===== config.mk =====
export PLATFORM = sky130hd
export DESIGN_NAME = hazard_ctrl
export DESIGN_NICKNAME = d
export VERILOG_FILES = /design/src/rtl/hazard_ctrl.sv
export SDC_FILE = /design/constraint.sdc
export NUM_CORES = 1
export LEC_CHECK = 0
export ABC_AREA = 1
export CAP_MARGIN = 25
export CELL_PAD_IN_SITES_DETAIL_PLACEMENT = 0
export CELL_PAD_IN_SITES_GLOBAL_PLACEMENT = 1
export CORE_MARGIN = 3
export CORE_UTILIZATION = 40
export DETAILED_ROUTE_END_ITERATION = 16
export GPL_TIMING_DRIVEN = 1
export PLACE_DENSITY_LB_ADDON = 0.08
export SETUP_SLACK_MARGIN = 0.05
export SLEW_MARGIN = 10
export SYNTH_ARGS = -nofsm -noshare
export SYNTH_HDL_FRONTEND = slang
export SYNTH_SLANG_ARGS = --single-unit

===== constraint.sdc =====
create_clock -name clk -period 2.81 [get_ports clk]
set_input_delay 0.562 -clock clk [delete_from_list [all_inputs] [get_ports clk]]
set_output_delay 0.562 -clock clk [all_outputs]
set_load 0.01 [all_outputs]

===== src/rtl/hazard_ctrl.sv =====
// Pipeline hazard sequencer: destination-register scoreboard, RAW stall/bubble control and halt drain/park FSM.
// Optional build macro REGFILE_BYPASS_EN: the WB slot is not checked because the regfile forwards same-cycle writes.
module hazard_ctrl #(
  parameter int REG_ADDR_W = 5,
  parameter int DEPTH      = 3,
  parameter int CNT_W      = 16
) (
  input  logic                  clk,
  input  logic                  rst,
  input  logic                  exp_read1,
  input  logic [REG_ADDR_W-1:0] exp_addr1,
  input  logic                  exp_read2,
  input  logic [REG_ADDR_W-1:0] exp_addr2,
  input  logic                  tar_we,
  input  logic [REG_ADDR_W-1:0] tar_addr,
  input  logic                  stop,
  input  logic                  resume,
  output logic                  bbl,
  output logic                  halted,
  output logic [CNT_W-1:0]      stall_cnt
);

`ifdef REGFILE_BYPASS_EN
  localparam int LIM = DEPTH - 1;
`else
  localparam int LIM = DEPTH;
`endif
  localparam int DCNT_W = $clog2(DEPTH + 1);

  typedef enum logic [1:0] {ST_RUN, ST_DRAIN, ST_HALTED} state_t;

  state_t                r_state, w_state_next;
  logic [DCNT_W-1:0]     r_dcnt, w_dcnt_next;
  logic                  r_valid [DEPTH];
  logic [REG_ADDR_W-1:0] r_addr  [DEPTH];
  logic [CNT_W-1:0]      r_stall_cnt;
  logic                  w_hz;
  logic                  w_run;
  logic                  w_issue;

  assign w_run   = (r_state == ST_RUN);
  assign bbl     = w_hz | ~w_run | stop;
  assign w_issue = w_run & ~bbl;
  assign halted  = (r_state == ST_HALTED);
  assign stall_cnt = r_stall_cnt;

  // Slots only ever hold non-zero addresses, so x0 reads can never match.
  always_comb begin
    w_hz = 1'b0;
    for (int i = 0; i < LIM; i++) begin
      if (r_valid[i] && ((exp_read1 && (exp_addr1 == r_addr[i])) ||
                         (exp_read2 && (exp_addr2 == r_addr[i]))))
        w_hz = 1'b1;
    end
  end

  always_comb begin
    w_state_next = r_state;
    w_dcnt_next  = r_dcnt;
    case (r_state)
      ST_RUN: begin
        if (stop) begin
          w_state_next = ST_DRAIN;
          w_dcnt_next  = DCNT_W'(DEPTH);
        end
      end
      ST_DRAIN: begin
        w_dcnt_next = r_dcnt - 1'b1;
        if (r_dcnt == DCNT_W'(1))
          w_state_next = ST_HALTED;
      end
      ST_HALTED: begin
        if (resume)
          w_state_next = ST_RUN;
      end
      default: w_state_next = ST_RUN;
    endcase
  end

  always_ff @(posedge clk or posedge rst) begin
    if (rst) begin
      r_state <= ST_RUN;
      r_dcnt  <= '0;
    end else begin
      r_state <= w_state_next;
      r_dcnt  <= w_dcnt_next;
    end
  end

  // Scoreboard shift: slot 0 takes the issuing instruction, the oldest slot falls off.
  always_ff @(posedge clk or posedge rst) begin
    if (rst) begin
      for (int i = 0; i < DEPTH; i++) begin
        r_valid[i] <= 1'b0;
        r_addr[i]  <= '0;
      end
    end else begin
      r_valid[0] <= tar_we & (tar_addr != '0) & w_issue;
      r_addr[0]  <= tar_addr;
      for (int i = 1; i < DEPTH; i++) begin
        r_valid[i] <= r_valid[i-1];
        r_addr[i]  <= r_addr[i-1];
      end
    end
  end

  // Halt request takes priority over counting a coincident hazard.
  always_ff @(posedge clk or posedge rst) begin
    if (rst)
      r_stall_cnt <= '0;
    else if (w_run && w_hz && !stop && (r_stall_cnt != {CNT_W{1'b1}}))
      r_stall_cnt <= r_stall_cnt + 1'b1;
  end

endmodule

==> key figures <==
Run status
  – Result of the run: complete, no violations

Finish
  – FILL cells: 530
  – Layout Cells excl Fill: 429
  – Most common cell after layout, fill and taps aside: sky130_fd_sc_hd__nand2_1
  – Commonest non-fill, non-tap cells in the layout: 131 x sky130_fd_sc_hd__nand2_1, 38 x sky130_fd_sc_hd__nor2_1, 38 x sky130_fd_sc_hd__dfrtp_1
  – Fraction of final layout cells sized beyond drive strength 1: 0.0836
  – Diodes inserted: 0
  – Number of nets in the finished design: 382
  – Post-route design area: 2820 sq um
  – Area grow syn2layout: 27.0%

Worst setup path
  – Startpoint class of the critical path: input port
  – Data required time at the worst endpoint: 2.25 ns
  – Last element of the critical path: bbl
  – Launch instance of the worst register-to-register path: stall_cnt[0]
  – Worst path arrival time: 2.05 ns
  – Setup slack of the worst register-to-register path: 0.73 ns
  – Launching instance or port of the critical path: exp_addr1[0]
  – Number of cells traversed by the worst register-to-register path: 9
  – Crit Path Class: input port to primary output
  – Peak fanout along the critical path: 5
  – R2R Path End: stall_cnt[14]
  – Crit. End Element: primary output

Floorplan
  – Die extent in x: 80.5 um
  – Ports: 40
  – Starting Density: 0.423
  – Die Y: 80.5 um
  – Placeable core area: 5240 sq um
  – Number of placement rows: 26
  – Die footprint: 6470 sq um

Yosys
  – Mean instance size in the synthesized netlist: 7.13 sq um
  – Number of synthesized register bits: 38
  – Sequential share of the synthesized area: 0.429
  – Synthesized netlist cell count: 311
  – Mapped Area: 2220 sq um
  – Synthesis Warnings: 0
  – Distinct cell type count after synthesis: 27
  – Post-Synthesis Net Count: 335

Timing
  – Setup TNS: 0 ns
  – Part of the cycle the worst path needs: 0.928
  – Relative max-transition margin: 0.678
  – Max Clk Rate: 383 MHz
  – Final setup violation count: 0
  – Number of pins exceeding their max-slew limit in the final report: 0
  – Final hold violation count: 0
  – Final-layout worst hold slack: 0.373 ns
  – Clk_skew: 0.00597 ns
  – Slew at the pin closest to its max-slew limit: 0.483 ns
  – RSZ-0062 raised after global routing: no
  – Min Clock Period, post-route: 2.61 ns
  – Final WS setup: 0.202 ns

Power
  – Leakage: 1.48 nW
  – Cell area power density: 474 nW/um^2
  – Max IR drop VDD: 385 uV

Route
  – Antenna violation net count after detailed routing: 0
  – Vias: 2047
  – Number of vias per cell: 4.77
  – Drt drc: 0
  – Detail-routed net length per standard cell: 12.3 um
  – Initial detailed-routing violation count: 120
  – Routed Wire Length: 5290 um
  – Number of optimization iterations in the first detailed-route pass: 4

Clock tree
  – Latest clock arrival within the worst-skew pair: 0.29 ns
  – Depth of the CTS H-tree: 2
  – CTS tree: done
  – Register clock-pin slew on the reported worst setup and hold paths: 0.08 ns
  – Number of setup buffers added after CTS: 0
  – Clock tree buffer depth: 2
  – Clk Tree Root Cell: sky130_fd_sc_hd__clkbuf_8
  – TritonCTS buffer count: 5
  – Number of clock sinks seen by CTS: 38

Global route
  – Via count of the first global-routing pass: 1904
  – Number of antenna violations at the first check in global routing: 0
  – Largest net degree at the start of global routing: 39
  – Total congestion overflow: 0
  – Total track usage: 0.182
  – Global-route wire length before repair: 9040 um

Placement
  – Dpl cells: 421
  – Half-perimeter wire length of the detailed placement result: 3970 um
  – Placer congestion estimate: 0.891
  – Worst slack at placement: -0.0955 ns
  – Instance area after placement: 2720 sq um
  – Count of buffers from port buffering: 39

Run
  – Number of maximum-capacitance constraint violations: 0

Worst hold path
  – Type of the most critical hold path: register to register
==> metal layers <==
layer  GRT usage  share of wire
met1       0.282           0.55
met2       0.252           0.39
met3      0.0404          0.049
met4      0.0456         0.0078
met5           0              0
==> sequential cells by signal (all words and copies together), names as in the netlist <==
name / count
r_addr: 15
r_valid: 3
r_dcnt: 2
stall_cnt: 16
r_state: 2
==> cells in the mapped netlist <==
master,number,share of area
sky130_fd_sc_hd__o41ai_1,1,0.0040
sky130_fd_sc_hd__xor2_1,6,0.024
sky130_fd_sc_hd__nand3_1,13,0.029
sky130_fd_sc_hd__nand4_4,1,0.0096
sky130_fd_sc_hd__nand3_2,2,0.0090
sky130_fd_sc_hd__buf_6,1,0.0051
sky130_fd_sc_hd__nand2_2,1,0.0028
sky130_fd_sc_hd__nor3_2,1,0.0045
sky130_fd_sc_hd__nand4_2,1,0.0056
sky130_fd_sc_hd__inv_1,26,0.044
sky130_fd_sc_hd__clkbuf_1,4,0.0068
sky130_fd_sc_hd__ha_1,2,0.011
sky130_fd_sc_hd__a21oi_1,3,0.0068
sky130_fd_sc_hd__nor2_1,38,0.064
sky130_fd_sc_hd__nor2_4,1,0.0051
sky130_fd_sc_hd__dfrtp_1,38,0.43
sky130_fd_sc_hd__nand4_1,18,0.051
sky130_fd_sc_hd__o31ai_1,1,0.0034
sky130_fd_sc_hd__inv_2,5,0.0085
sky130_fd_sc_hd__nor3b_1,1,0.0034
sky130_fd_sc_hd__nand2_1,131,0.22
sky130_fd_sc_hd__o21ai_1,1,0.0023
sky130_fd_sc_hd__xnor2_1,8,0.032
sky130_fd_sc_hd__or2_2,1,0.0028
sky130_fd_sc_hd__nor2_2,2,0.0056
sky130_fd_sc_hd__buf_2,1,0.0023
sky130_fd_sc_hd__o21ai_0,3,0.0068
==> critical path, cell delays in order <==
cell and delay (ns):
sky130_fd_sc_hd__clkdlybuf4s50_1 0.47, sky130_fd_sc_hd__inv_1 0.09, sky130_fd_sc_hd__nand2_1 0.07, sky130_fd_sc_hd__nand2_1 0.05
sky130_fd_sc_hd__nor2_1 0.12, sky130_fd_sc_hd__nand3_1 0.09, sky130_fd_sc_hd__nand2_1 0.11, sky130_fd_sc_hd__nand2_1 0.08
sky130_fd_sc_hd__nand4_1 0.12, sky130_fd_sc_hd__dlygate4sd2_1 0.28
==> cell type report <==
type | count | area [sq um] | share of cell area
multi-input cells | 236 | 1120 | 0.397
clock buffers | 6 | 82.6 | 0.0293
inverters | 31 | 116 | 0.0413
flip-flops and latches | 38 | 951 | 0.338
well taps | 70 | 87.6 | 0.0311
clock inverters | 2 | 12.5 | 0.00444
repair buffers | 46 | 447 | 0.159
==> power breakdown <==
group / total (mW) / switching (mW) / internal [mW]
Sequential: 0.650 / 0.0493 / 0.600
Combinational: 0.293 / 0.166 / 0.127
Clock: 0.391 / 0.194 / 0.197
Total: 1.33 / 0.409 / 0.925
==> timing repair <==
item	4_1_cts	5_1_grt
resized for setup	1	2
endpoints found under the setup margin	1	1
cloned	0	0
hold buffers	0	0
==> logic make-up after synthesis <==
family | count (synthesis) | synth area share
buffers and inverters | 37 | 0.0666
adders and majority gates | 2 | 0.0113
xor gates and xnor gates | 14 | 0.0553
AOI/OAI and AO/OA | 9 | 0.0231
and+or+nand+nor | 211 | 0.415
DFF | 38 | 0.429
==> how the worst min path moves through the flow <==
stage               startpoint        end  cells past startpoint
floorplan            r_addr[9]  r_addr[4]                      0
global placement     r_addr[9]  r_addr[4]                      0
detailed placement   r_addr[9]  r_addr[4]                      0
CTS                  r_addr[9]  r_addr[4]                      0
global route         r_addr[9]  r_addr[4]                      0
finish               r_addr[9]  r_addr[4]                      0
==> per-stage QoR <==
step	power, mW	util
floorplan	0.829	-
global placement	0.955	0.519
detailed placement	0.962	0.519
CTS	1.36	0.537
global route	1.43	0.538
finish	1.33	0.538
No activity file was read; power rests on OpenSTA's default activity.
